--- config.mk ---
export PLATFORM = sky130hd
export DESIGN_NAME = note_recorder_flat
export DESIGN_NICKNAME = d
export VERILOG_FILES = /design/src/rtl/note_recorder_if.sv /design/src/rtl/note_recorder.sv /design/src/flat_wrapper.sv
export SDC_FILE = /design/constraint.sdc
export NUM_CORES = 1
export LEC_CHECK = 0
export BUFFER_PORTS_ARGS = -buffer_cell sky130_fd_sc_hd__buf_2
export CAP_MARGIN = 15
export CORE_MARGIN = 3
export CORE_UTILIZATION = 33
export CTS_BUF_LIST = sky130_fd_sc_hd__clkbuf_8
export DETAILED_ROUTE_END_ITERATION = 10
export PLACE_DENSITY = 0.53
export SYNTH_ARGS = -nofsm -noshare
export SYNTH_HDL_FRONTEND = slang
export SYNTH_SLANG_ARGS = --single-unit
--- constraint.sdc ---
create_clock -name clk -period 6.76 [get_ports clk]
set_input_delay 0 -clock clk [delete_from_list [all_inputs] [get_ports clk]]
set_output_delay 0 -clock clk [all_outputs]
set_load 0.02 [all_outputs]
--- src/rtl/note_recorder_if.sv ---
// Event capture and replay handshake bundle for note_recorder.
// The slave side is the recorder; the master side is the surrounding system
// (key-hit decoder, control pulses and the sound generator).
interface note_recorder_if #(
    parameter int OCT_W  = 3,
    parameter int NOTE_W = 3,
    parameter int LEN_W  = 3,
    parameter int DEPTH  = 32
);
    localparam int ADDR_W = $clog2(DEPTH);

    // mode control
    logic              en;
    logic              rec_start;
    logic              stop;
    logic              play_start;

    // incoming events from the key-hit decoder
    logic              capture;
    logic [OCT_W-1:0]  octave_in;
    logic [NOTE_W-1:0] note_in;
    logic [LEN_W-1:0]  length_in;

    // sound generator handshake
    logic              sound_over;
    logic              play_go;
    logic [OCT_W-1:0]  octave_out;
    logic [NOTE_W-1:0] note_out;
    logic [LEN_W-1:0]  length_out;

    // status
    logic [ADDR_W:0]   count;
    logic              full;
    logic              recording;
    logic              playing;

    modport master (
        output en, rec_start, stop, play_start,
        output capture, octave_in, note_in, length_in,
        output sound_over,
        input  play_go, octave_out, note_out, length_out,
        input  count, full, recording, playing
    );

    modport slave (
        input  en, rec_start, stop, play_start,
        input  capture, octave_in, note_in, length_in,
        input  sound_over,
        output play_go, octave_out, note_out, length_out,
        output count, full, recording, playing
    );
endinterface

--- src/rtl/note_recorder.sv ---
// Records (octave, note, length) events into a small buffer and replays them
// in order, issuing each note only after the sound generator reports the
// previous one finished.
module note_recorder #(
    parameter int OCT_W  = 3,
    parameter int NOTE_W = 3,
    parameter int LEN_W  = 3,
    parameter int DEPTH  = 32
) (
    input  logic clk,
    input  logic rst,
    note_recorder_if.slave bus
);
    localparam int ADDR_W = $clog2(DEPTH);
    localparam int EV_W   = OCT_W + NOTE_W + LEN_W;
    localparam logic [ADDR_W:0] DEPTH_C = (ADDR_W + 1)'(DEPTH);

    typedef enum logic [2:0] {
        S_IDLE,
        S_REC,
        S_ISSUE,
        S_WAIT_BUSY,
        S_WAIT_DONE
    } state_t;

    state_t            state_q, state_d;
    logic [ADDR_W:0]   count_q, count_d;
    logic [ADDR_W:0]   rd_ptr_q, rd_ptr_d;
    logic [OCT_W-1:0]  oct_q, oct_d;
    logic [NOTE_W-1:0] note_q, note_d;
    logic [LEN_W-1:0]  len_q, len_d;

    logic [EV_W-1:0]   mem_q [DEPTH];
    logic              wr_en;
    logic              play_go_c;
    logic              full;
    logic [ADDR_W:0]   nxt_ptr;
    logic [EV_W-1:0]   rd_data;

    assign full = (count_q == DEPTH_C);

    // Pointer of the entry the next ISSUE will play: entry 0 when starting
    // from IDLE, otherwise the one after the note just finished. Reading it
    // one cycle early lets the output registers be loaded on entry to ISSUE.
    assign nxt_ptr = (state_q == S_WAIT_DONE) ? rd_ptr_q + 1'b1 : '0;
    assign rd_data = mem_q[nxt_ptr[ADDR_W-1:0]];

    // Next-state, counter, pointer and output-data computation
    always_comb begin
        // NOTE: every variable gets a default first so no path leaves one unassigned and infers a latch.
        state_d   = state_q;
        count_d   = count_q;
        rd_ptr_d  = rd_ptr_q;
        oct_d     = oct_q;
        note_d    = note_q;
        len_d     = len_q;
        wr_en     = 1'b0;
        play_go_c = 1'b0;

        if (!bus.en) begin
            state_d = S_IDLE;
        end else if (bus.stop) begin
            state_d = S_IDLE;
        end else if (bus.rec_start && (state_q == S_IDLE || state_q == S_REC)) begin
            count_d = '0;
            state_d = S_REC;
        end else begin
            unique case (state_q)
                S_IDLE: begin
                    if (bus.play_start && count_q != '0) begin
                        rd_ptr_d = '0;
                        state_d  = S_ISSUE;
                    end
                end
                S_REC: begin
                    // a capture on a full buffer is dropped, count saturates
                    if (bus.capture && !full) begin
                        wr_en   = 1'b1;
                        count_d = count_q + 1'b1;
                    end
                end
                S_ISSUE: begin
                    play_go_c = 1'b1;
                    state_d   = S_WAIT_BUSY;
                end
                S_WAIT_BUSY: begin
                    // ignore an over flag still high from before the issue
                    if (!bus.sound_over) state_d = S_WAIT_DONE;
                end
                S_WAIT_DONE: begin
                    if (bus.sound_over) begin
                        rd_ptr_d = nxt_ptr;
                        state_d  = (nxt_ptr == count_q) ? S_IDLE : S_ISSUE;
                    end
                end
                default: state_d = S_IDLE;
            endcase
        end

        // output data is loaded only on entry to ISSUE and held otherwise
        if (state_d == S_ISSUE) begin
            {oct_d, note_d, len_d} = rd_data;
        end
    end

    // Control and output-data registers
    always_ff @(posedge clk or posedge rst) begin
        if (rst) begin
            state_q  <= S_IDLE;
            count_q  <= '0;
            rd_ptr_q <= '0;
            oct_q    <= '0;
            note_q   <= '0;
            len_q    <= '0;
        end else begin
            // NOTE: sequential state uses non-blocking assignments so all flops update together.
            state_q  <= state_d;
            count_q  <= count_d;
            rd_ptr_q <= rd_ptr_d;
            oct_q    <= oct_d;
            note_q   <= note_d;
            len_q    <= len_d;
        end
    end

    // Event buffer write port
    always_ff @(posedge clk) begin
        // NOTE: the buffer has no reset; its contents are meaningless until written and count guards every read.
        if (wr_en) begin
            mem_q[count_q[ADDR_W-1:0]] <= {bus.octave_in, bus.note_in, bus.length_in};
        end
    end

    assign bus.play_go    = play_go_c;
    assign bus.octave_out = oct_q;
    assign bus.note_out   = note_q;
    assign bus.length_out = len_q;
    assign bus.count      = count_q;
    assign bus.full       = full;
    assign bus.recording  = (state_q == S_REC);
    assign bus.playing    = (state_q == S_ISSUE) || (state_q == S_WAIT_BUSY) ||
                            (state_q == S_WAIT_DONE);
endmodule

--- src/flat_wrapper.sv ---
// flat-port wrapper written by rule: the top's interface ports become plain ports
module note_recorder_flat 
#(
    parameter int OCT_W  = 3,
    parameter int NOTE_W = 3,
    parameter int LEN_W  = 3,
    parameter int DEPTH  = 32
)
  (clk, rst, bus_en, bus_rec_start, bus_stop, bus_play_start, bus_capture, bus_octave_in, bus_note_in, bus_length_in, bus_sound_over, bus_play_go, bus_octave_out, bus_note_out, bus_length_out, bus_count, bus_full, bus_recording, bus_playing);
  note_recorder_if #(.OCT_W(OCT_W), .NOTE_W(NOTE_W), .LEN_W(LEN_W), .DEPTH(DEPTH)) bus_i ();
  input  logic clk;
  input  logic rst;
  input wire logic [$bits(bus_i.en)-1:0] bus_en;
  input wire logic [$bits(bus_i.rec_start)-1:0] bus_rec_start;
  input wire logic [$bits(bus_i.stop)-1:0] bus_stop;
  input wire logic [$bits(bus_i.play_start)-1:0] bus_play_start;
  input wire logic [$bits(bus_i.capture)-1:0] bus_capture;
  input wire logic [$bits(bus_i.octave_in)-1:0] bus_octave_in;
  input wire logic [$bits(bus_i.note_in)-1:0] bus_note_in;
  input wire logic [$bits(bus_i.length_in)-1:0] bus_length_in;
  input wire logic [$bits(bus_i.sound_over)-1:0] bus_sound_over;
  output wire logic [$bits(bus_i.play_go)-1:0] bus_play_go;
  output wire logic [$bits(bus_i.octave_out)-1:0] bus_octave_out;
  output wire logic [$bits(bus_i.note_out)-1:0] bus_note_out;
  output wire logic [$bits(bus_i.length_out)-1:0] bus_length_out;
  output wire logic [$bits(bus_i.count)-1:0] bus_count;
  output wire logic [$bits(bus_i.full)-1:0] bus_full;
  output wire logic [$bits(bus_i.recording)-1:0] bus_recording;
  output wire logic [$bits(bus_i.playing)-1:0] bus_playing;
  assign bus_i.en = bus_en;
  assign bus_i.rec_start = bus_rec_start;
  assign bus_i.stop = bus_stop;
  assign bus_i.play_start = bus_play_start;
  assign bus_i.capture = bus_capture;
  assign bus_i.octave_in = bus_octave_in;
  assign bus_i.note_in = bus_note_in;
  assign bus_i.length_in = bus_length_in;
  assign bus_i.sound_over = bus_sound_over;
  assign bus_play_go = bus_i.play_go;
  assign bus_octave_out = bus_i.octave_out;
  assign bus_note_out = bus_i.note_out;
  assign bus_length_out = bus_i.length_out;
  assign bus_count = bus_i.count;
  assign bus_full = bus_i.full;
  assign bus_recording = bus_i.recording;
  assign bus_playing = bus_i.playing;
  note_recorder #(.OCT_W(OCT_W), .NOTE_W(NOTE_W), .LEN_W(LEN_W), .DEPTH(DEPTH)) u_core (.clk(clk), .rst(rst), .bus(bus_i));
endmodule
Word-level counts from Yosys, hierarchy flattened
Memory sizes are Yosys's and may differ from the RTL's. A register that Yosys moved wholly into a read port is not among the register bits.
Cells that the tools add are included.
{ "word_totals": {"elab_cells": 57, "memories": 1, "mem_bits_rw": 288, "in_bits": 17, "ff_bits": 15} }
{ "op_classes": {"n_addsub": 2, "n_mux": 26, "bitwise": 2, "reduce_logical": 14, "eq_ne": 9} }
{ "mem_list": {"columns": ["name", "depth", "word_bits", "read_ports", "rd_ports_with_merged_regs", "wr", "line_no", "text"], "rows": [
  ["u_core.mem_q", 32, 9, 1, 1, 1, "note_recorder.sv:33", "logic [EV_W-1:0] mem_q [DEPTH];"]
]} }
{ "ops": {"columns": ["operator", "count"], "rows": [
  ["$mux 6", 6],
  ["$mux 3", 6],
  ["$pmux 3 s5", 1],
  ["$add 6x1->6 const B", 2],
  ["$pmux 6 s2", 1],
  ["$mux 1", 11],
  ["$eq 3x2->1 const B", 3],
  ["$eq 6x6->1", 1],
  ["$eq 6x6->1 const B", 1],
  ["$reduce_and 6->1", 1],
  ["$reduce_bool 2->1", 3],
  ["$reduce_bool 6->1", 1],
  ["$ne 2x2->1 const B", 2],
  ["$reduce_and 4->1", 1],
  ["$eq 3x1->1 const B", 1],
  ["$eq 3x3->1 const B", 1],
  ["$logic_and 1x1->1", 3],
  ["$logic_not 3->1", 1],
  ["$logic_or 1x1->1", 3],
  ["$mux 2", 1],
  ["$not 1->1", 2],
  ["$logic_not 1->1", 1]
]} }

Logic depth before layout (Yosys ltp)
Gate-level depths: netlist of the first run.
{ "depth": {"ltp_word": 10, "depth_mapped": 11, "ltp_nobuf": 8} }

Worst setup path before layout of the first run
OpenSTA, ideal clock, no wires.
{ "synth_path": {"path_type": "reg-to-reg", "from": "register u_core.state_q[1]", "to": "register u_core.len_q[0] (netlist: u_core.bus.length_out[0]) (read register of u_core.mem_q)", "path_buffers": 1, "path_stages_with_launch": 9, "required_time_ns": 6.635, "t_arrival_ns": 2.533, "setup_slack_ns": 4.102, "cell_sequence": "dfrtp_1 > or3b_1 > buf_2 > nor2_2 > xnor2_1 > nand4_1 > or4_4 > a21boi_4 > mux2_4"} }
{ "synth_between": {"elab_chain_cells": 10, "elab_cells_between_ends": 18} }
{ "synth_rtl": {"columns": ["item", "line_no", "text"], "rows": [
  ["from (decl)", "note_recorder.sv:26", "state_t state_q, state_d;"],
  ["from (signal assigned)", "note_recorder.sv:117", "state_q <= state_d;"],
  ["$eq 3x3->1", "note_recorder.sv:45, note_recorder.sv:68", null],
  ["$mux 6", "note_recorder.sv:45", "assign nxt_ptr = (state_q == S_WAIT_DONE) ? rd_ptr_q + 1'b1 : '0;"],
  ["$eq 6x6->1", "note_recorder.sv:93", "state_d = (nxt_ptr == count_q) ? S_IDLE : S_ISSUE;"],
  ["$mux 2", "note_recorder.sv:93", null],
  ["$mux 3", "note_recorder.sv:91", "if (bus.sound_over) begin"],
  ["$pmux 3 s5", "note_recorder.sv:68", "unique case (state_q)"],
  ["$mux 3", "note_recorder.sv:64", "end else if (bus.rec_start && (state_q == S_IDLE || state_q == S_REC)) begin"],
  ["$mux 3", "note_recorder.sv:62", "end else if (bus.stop) begin"],
  ["$mux 3", "note_recorder.sv:60", "if (!bus.en) begin"],
  ["$eq 3x2->1", "note_recorder.sv:101", "if (state_d == S_ISSUE) begin"],
  ["to (decl)", "note_recorder.sv:31", "logic [LEN_W-1:0] len_q, len_d;"]
]} }
Several ways; a longest one is shown, not always the timed one.
A chain may end at the register's enable or synchronous reset.

Worst setup path in the final report of the first run
{ "layout_path": {"from": "register u_core.state_q[1]", "to": "register u_core.len_q[1] (netlist: u_core.bus.length_out[1]) (read register of u_core.mem_q)"} }
The elaborated chain is that of the path after synthesis.

==> results of run 1 <==
-- what timing repair did --
item                                   4_1_cts  5_1_grt
hold buffers                                12        0
resized for setup                            0        0
endpoints found under the hold margin      145        0
-- cells in the mapped netlist, drive strengths merged, types with 20 or more instances --
cell | instances | share of area
edfxtp | 288 | 0.67
o22ai | 21 | 0.010
o21ai | 20 | 0.0077
mux2i | 29 | 0.022
mux4 | 26 | 0.045
dfrtp | 24 | 0.046
a211oi | 28 | 0.016
nand2 | 55 | 0.017
a31oi | 27 | 0.013
buf | 31 | 0.016
nor2 | 47 | 0.014
-- state kept, by name, indices dropped and copies added (netlist names) --
name                   count
u_core.state_q             3
u_core.bus.count           6
u_core.bus.note_out        3
u_core.bus.octave_out      3
u_core.rd_ptr_q            6
u_core.mem_q             288
u_core.bus.length_out      3
-- where the power goes --
part	total [mW]	switching, mW	internal (mW)	leakage, nW
Combinational	0.225	0.152	0.0730	1.49
Clock	1.42	0.725	0.696	0.488
Sequential	2.16	0.0283	2.13	2.91
Total	3.80	0.905	2.90	4.88
-- routing by layer --
metal | global-route usage | routed length [microns] | up-vias
met3 | 0.0307 | 1620 | 51
met5 | 0 | 0 | -
met4 | 0.0378 | 582 | 0
met2 | 0.253 | 15600 | 222
met1 | 0.221 | 15100 | 3764
li1 | - | - | 3314
-- kinds of logic (layout without fill, tap and decap cells) --
| group | count (synthesis) | after routing |
|---|---|---|
| DFF | 312 | 312 |
| and+or+nand+nor | 204 | 204 |
| AOI/OAI and AO/OA | 148 | 148 |
| muxes | 69 | 69 |
| buffers and inverters | 58 | 152 |
| xor gates and xnor gates | 14 | 14 |
| adders and majority gates | 5 | 5 |
-- stage by stage --
stage	area, sq um	hold slack, ns	total power [mW]	setup slack, ns
after floorplan	12900	0.0146	2.30	4.10
after global placement	13600	0.292	2.41	3.12
after detailed placement	13600	0.306	2.41	3.14
after CTS	14600	0.000725	3.83	3.12
after global routing	14600	0.0390	3.94	2.94
final	14600	0.0162	3.80	3.13
-- path summary, 6_finish.rpt --
check | slack, ns | to
min in group asynchronous | 0.22 | u_core.rd_ptr_q[2]$_DFFE_PP0P_
max in group asynchronous | 5.82 | u_core.rd_ptr_q[0]$_DFFE_PP0P_
max reg2reg | 3.13 | u_core.bus.length_out[1]$_DFFE_PP0N_
min reg2reg | 0.53 | u_core.rd_ptr_q[5]$_DFFE_PP0P_
max | 3.13 | u_core.bus.length_out[1]$_DFFE_PP0N_
min | 0.02 | u_core.mem_q[31][4]$_DFFE_PP_
-- cell type report --
class                      instances  share of cell area
clock buffer                      51              0.0482
clock inverter                    36              0.0101
inverter                           9             0.00232
multi-input combinational        440               0.235
sequential                       312               0.635
tap                              511              0.0439
timing repair buffer              56              0.0249
==> reports/metrics.yaml, run 1 <==
route:
  wirelength_microns: 32900
  first_iter_violations: 594
  drc: 0
  via_per_inst: 5.20
  final_antenna_net_count: 0
  routedWlPerCell_microns: 23.3
  via_count: 7351
  first_pass_iters: 5
cts:
  worstSkewPairLatency_ns: 0.58
  numCtsBuffers: 49
  post_cts_buffers: 0
  cts_root_buffer: "clkbuf_8"
  cts_tree: "done"
  htreeDepth: 2
  clock-sinks: 312
  cts_buffer_depth: 3
  clk_pin_slew_ns: 0.07
setup_path:
  worst_path_max_delay_cell: "nor2_4"
  cp.required_ns: 7.22
  cp-start-kind: "flop"
  path_cells: "or3b_1 > nor2_4 > buf_4 > mux4_2 > nor2b_1 > a2111oi_0 > a311oi_1 > mux2_4"
  worstSetupPathType: "reg2reg"
  cp_data_arrival_time_ns: 4.08
  cp.depth: 8
  rr_worst_depth: 8
  setup.worst_path.end_class: "flop"
  crit_family: "simple AND/OR/NAND/NOR gates"
  worstSetupStartpoint: "u_core.state_q[1]$_DFF_PP0_"
  slowest_delay_ns: 0.65
  crit_buf_inv: 1
  cp_max_fo: 23
  r2r_start: "u_core.state_q[1]$_DFF_PP0_"
yosys:
  yosys-mux-area-fraction: 0.0822
  ys_seq_area_frac: 0.714
  yosysUniqueCellTypes: 66
  synth_top_family_by_area: "simple AND/OR/NAND/NOR gates"
  syn-cell-area_sq_um: 12900
  synth-adder-area-share: 0.00483
  synth_ff_type: "edfxtp_1"
  yosysWarningCount: 0
  synth_compound_area_frac: 0.0807
  synth_xor_area_frac: 0.0106
  avgSynthCellArea_sq_um: 16.0
  synth.net_count: 832
  ys_async_sr_fraction: 0.0769
  syn_inst: 810
  synth_edf_count: 288
  ys_seq_elements: 312
  synth_simple_gate_area_frac: 0.0832
floorplanning:
  die_area_sq_um: 41600
  die_w_microns: 204
  io_pins: 36
  initial_core_util: 0.339
  die_h_microns: 204
  core_area_sq_um: 38200
  rows: 71
layout:
  final_common_cell: "edfxtp_1"
  fill_cells: 3610
  n_antenna_cell: 0
  nets: 890
  seq_area_sq_um: 9250
  drive_gt1_frac: 0.179
  area_delta_synth_final_pct: 12.5
  final_util: 0.381
  multi_input_comb_area_sq_um: 3420
  stdcell_count: 1415
  mostFrequentLayoutCells: "edfxtp_1, nand2_1, clkbuf_8"
timing:
  timing.fmax_ghz: 0.276
  clock-skew-final_ns: 0.0250
  slew_headroom: 0.253
  fin_setup_tns_ns: 0
  rsz0062_at_grt: "no"
  finalHoldViolations: 0
  slew_violations: 0
  setup_violations: 0
  final.min_clock_period_ns: 3.63
  period_share: 0.537
  tightest_slew_ns: 1.12
global_routing:
  grt_pass1_vias: 7457
  antenna_found_initial: 0
  grt_pass1_wl_microns: 48800
  grt_max_degree: 52
  grt_use_total: 0.157
  overflow: 0
run:
  drv_cap: 0
min_path:
  hold_depth: 1
  min_from: "bus_note_in[1]"
  hold_path_class: "in2reg"
placement:
  routabilityCongestion: 0.766
  place_inst: 1316
  port_buffers: 35
  dp_hpwl_microns: 19800
pwr:
  p_per_area_nw_per_um2: 261
  power.leakage_nw: 4.88
  vdd_ir_drop_max_mv: 0.157
outcome:
  outcome: "finished clean"
Power figures use the tool's default switching activity.
==> run 2, diff against run 1 <==
--- a/config.mk
+++ b/config.mk
@@ -5,13 +5,14 @@
 export SDC_FILE = /design/constraint.sdc
 export NUM_CORES = 1
 export LEC_CHECK = 0
+export ABC_AREA = 1
 export BUFFER_PORTS_ARGS = -buffer_cell sky130_fd_sc_hd__buf_2
 export CAP_MARGIN = 15
 export CORE_MARGIN = 3
 export CORE_UTILIZATION = 33
 export CTS_BUF_LIST = sky130_fd_sc_hd__clkbuf_8
 export DETAILED_ROUTE_END_ITERATION = 10
-export PLACE_DENSITY = 0.53
+export PLACE_DENSITY = 0.54
 export SYNTH_ARGS = -nofsm -noshare
 export SYNTH_HDL_FRONTEND = slang
 export SYNTH_SLANG_ARGS = --single-unit
==> constraint.sdc (replaced) <==
create_clock -name clk -period 3.08 [get_ports clk]
set_input_delay 0 -clock clk [delete_from_list [all_inputs] [get_ports clk]]
set_output_delay 0 -clock clk [all_outputs]
set_load 0.02 [all_outputs]
==> run 2 against run 1 <==
Clock skew decreased by 0.0078 ns. Global-route usage increased by 2.6 points. Design area increased by 10%. Area after synthesis increased by 8.5%. Flip-flop and latch count unchanged. Fmax increased by 24%. Sequential share of layout area decreased by 5.9 points. Critical path type unchanged. Largest power group unchanged.
==> reports/metrics.yaml, run 2 <==
layout:
  seq_area_sq_um: 9250  # unchanged
  multi_input_comb_area_sq_um: 3590  # +4.9%
  drive_gt1_frac: 0.119  # -0.0601
  final_common_cell: "edfxtp_1"
  area_delta_synth_final_pct: 14.3
  nets: 1492  # +68%
  mostFrequentLayoutCells: "edfxtp_1, nand2_1, inv_1"
  largest_reg_flops: 288  # unchanged
  final_util: 0.388  # +0.00662
  fill_cells: 4098  # +14%
  n_antenna_cell: 0  # unchanged
timing:
  rsz0062_at_grt: "no"
  whs_ns: 0.0707  # +0.0545 ns
  slew_headroom: 0.343  # +0.0900
  timing.fmax_ghz: 0.343  # +24%
  final.min_clock_period_ns: 2.92  # -0.709 ns
  setup_violations: 0  # unchanged
  finalHoldViolations: 0  # unchanged
  period_share: 0.948  # +0.411
  slew_violations: 0  # unchanged
  clock-skew-final_ns: 0.0171  # -0.00782 ns
  tightest_slew_ns: 0.984  # -0.132 ns
  fin_setup_tns_ns: 0  # unchanged
yosys:
  yosysTopAreaCell: "edfxtp_1"
  yosysWarningCount: 0  # unchanged
  ys_seq_area_frac: 0.659  # -0.0558
  synth.net_count: 1410  # +69%
  synthTopCellsByCount: "edfxtp_1, nand2_1, nand3_1, inv_1, nor2_1"
  ys_seq_elements: 312  # unchanged
  synth_ff_type: "edfxtp_1"
  netlist_top_cells_area: "edfxtp_1, nand3_1, nand2_1"
  syn-cell-area_sq_um: 14000  # +8.5%
  yosysUniqueCellTypes: 32  # -52%
  ys_async_sr_fraction: 0.0769  # unchanged
  synth.top_cell.area_share: 0.616  # -0.0522
  synth_most_common_cell: "edfxtp_1"
  synth_edf_count: 288  # unchanged
  avgSynthCellArea_sq_um: 10.1  # -37%
  syn_inst: 1388  # +71%
floorplanning:
  rows: 74  # +4.2%
  io_pins: 36  # unchanged
  die_h_microns: 212  # +4.0%
  die_w_microns: 212  # +4.0%
  core_area_sq_um: 41400  # +8.3%
  die_area_sq_um: 45100  # +8.2%
  initial_core_util: 0.339  # +0.000409
setup_path:
  worstReg2RegEnd: "u_core.mem_q[15][5]$_DFFE_PP_"
  reg2reg_slack_ns: 0.16  # -2.97 ns
  cp_data_arrival_time_ns: 3.21  # -0.87 ns
  cp-start-kind: "flop"
  rr_worst_depth: 10  # +2
  worstSetupPathType: "reg2reg"
  r2r_start: "u_core.bus.count[4]$_DFFE_PP0P_"
  cp.required_ns: 3.37  # -3.85 ns
  setup.worst_path.end_class: "flop"
  cp_max_fo: 8  # -65%
cts:
  worstSkewPairLatency_ns: 0.59  # about the same
  clock-sinks: 312  # unchanged
  cts_buffer_depth: 3  # unchanged
  ctsResizeCount: 0  # unchanged
  cts_root_buffer: "clkbuf_8"
  htreeDepth: 2  # unchanged
  numCtsBuffers: 53  # +8.2%
  clk_pin_slew_ns: 0.07  # about the same
  cts_tree: "done"
global_routing:
  antenna_found_initial: 0  # unchanged
  grt_max_degree: 102  # +96%
  grt_pass1_wl_microns: 62300  # +28%
  grt_use_total: 0.183  # +0.0263
  overflow: 0  # unchanged
  grt_pass1_vias: 10100  # +36%
run:
  drv_cap: 0  # unchanged
route:
  wirelength_microns: 41200  # +25%
  via_per_inst: 5.02  # -3.5%
  drc: 0  # unchanged
  first_iter_violations: 1024  # +72%
  first_pass_iters: 5  # unchanged
  routedWlPerCell_microns: 20.2  # -13%
  via_count: 10200  # +39%
  final_antenna_net_count: 0  # unchanged
placement:
  routabilityCongestion: 0.929  # +21%
  port_buffers: 35  # unchanged
  dp_hpwl_microns: 25400  # +28%
min_path:
  hold_depth: 1  # unchanged
  hold_path_class: "in2reg"
  min_from: "bus_octave_in[0]"
  holdPathEnd: "u_core.mem_q[28][6]$_DFFE_PP_"
pwr:
  total_power_mw: 8.79  # +130%
  vdd_ir_drop_max_mv: 0.256  # +63%
  p_per_area_nw_per_um2: 548  # +110%
  power.leakage_nw: 6.81  # +39%
outcome:
  outcome: "finished clean"
run 2: critical path, stage by stage (launching register included):
cell and delay [ns]:
dfrtp_1 0.60, inv_1 0.24, nand3_2 0.20, nor2_1 0.10
nand2_1 0.10, nand4_1 0.12, nor2_1 0.20, buf_4 0.17
nand2_1 0.40, nor2_1 0.29, buf_4 0.21
run 2: how the worst max path moves through the flow:
| stage | start | end | cells past startpoint |
|---|---|---|---|
| 2_1_floorplan | u_core.bus.count[0]$_DFFE_PP0P_ | u_core.mem_q[0][0]$_DFFE_PP_ | 9 |
| 5_1_grt | u_core.bus.count[4]$_DFFE_PP0P_ | u_core.mem_q[11][6]$_DFFE_PP_ | 10 |
| 4_1_cts | u_core.bus.count[4]$_DFFE_PP0P_ | u_core.mem_q[11][6]$_DFFE_PP_ | 10 |
| 3_3_place_gp | u_core.bus.count[4]$_DFFE_PP0P_ | u_core.mem_q[11][6]$_DFFE_PP_ | 10 |
| 6_report | u_core.bus.count[4]$_DFFE_PP0P_ | u_core.mem_q[15][5]$_DFFE_PP_ | 10 |
| 3_5_place_dp | u_core.bus.count[4]$_DFFE_PP0P_ | u_core.mem_q[15][5]$_DFFE_PP_ | 10 |
run 2: layer usage:
layer  routed length (microns)  GRT usage  up-vias
li1                          -          -     4802
met1                     18300      0.262     4942
met2                     18400      0.280      429
met3                      3370     0.0376       74
met4                      1100     0.0599        0
met5                         0          0        -
run 2: per-stage QoR:
stage                     setup slack (ns)  instances  cell area (sq um)
after floorplan                      0.563       1388              14000
after global placement               0.318       1939              15000
after detailed placement             0.283       1939              15000
after CTS                            0.267       2043              16000
after global routing                0.0958       2043              16000
final                                0.161       2043              16000
run 2: power by group:
group	internal (mW)	total (mW)	switching [mW]	leakage [nW]
clock	1.83	3.52	1.68	0.547
combinational	0.131	0.516	0.385	3.36
sequential	4.70	4.76	0.0609	2.91
total	6.66	8.79	2.13	6.81
run 2: cells by family after synthesis:
kind of cell               synth area share
AOI/OAI and AO/OA                    0.0266
xor gates and xnor gates           0.000624
and+or+nand+nor                       0.223
DFF                                   0.659
adders and majority gates           0.00446
buffers and inverters                0.0869
run 2: layout make-up:
cell class / count / area share
Sequential cell: 312 / 0.576
Multi-Input combinational cell: 778 / 0.224
Inverter: 227 / 0.0531
Clock buffer: 59 / 0.0506
Timing Repair Buffer: 98 / 0.0432
Tap cell: 532 / 0.0415
Clock inverter: 37 / 0.0113
run 2: what timing repair did:
item	CTS	global route
buffers inserted	0	0
hold buffers	8	0
endpoints found under the setup margin	0	0
endpoints found under the hold margin	33	0
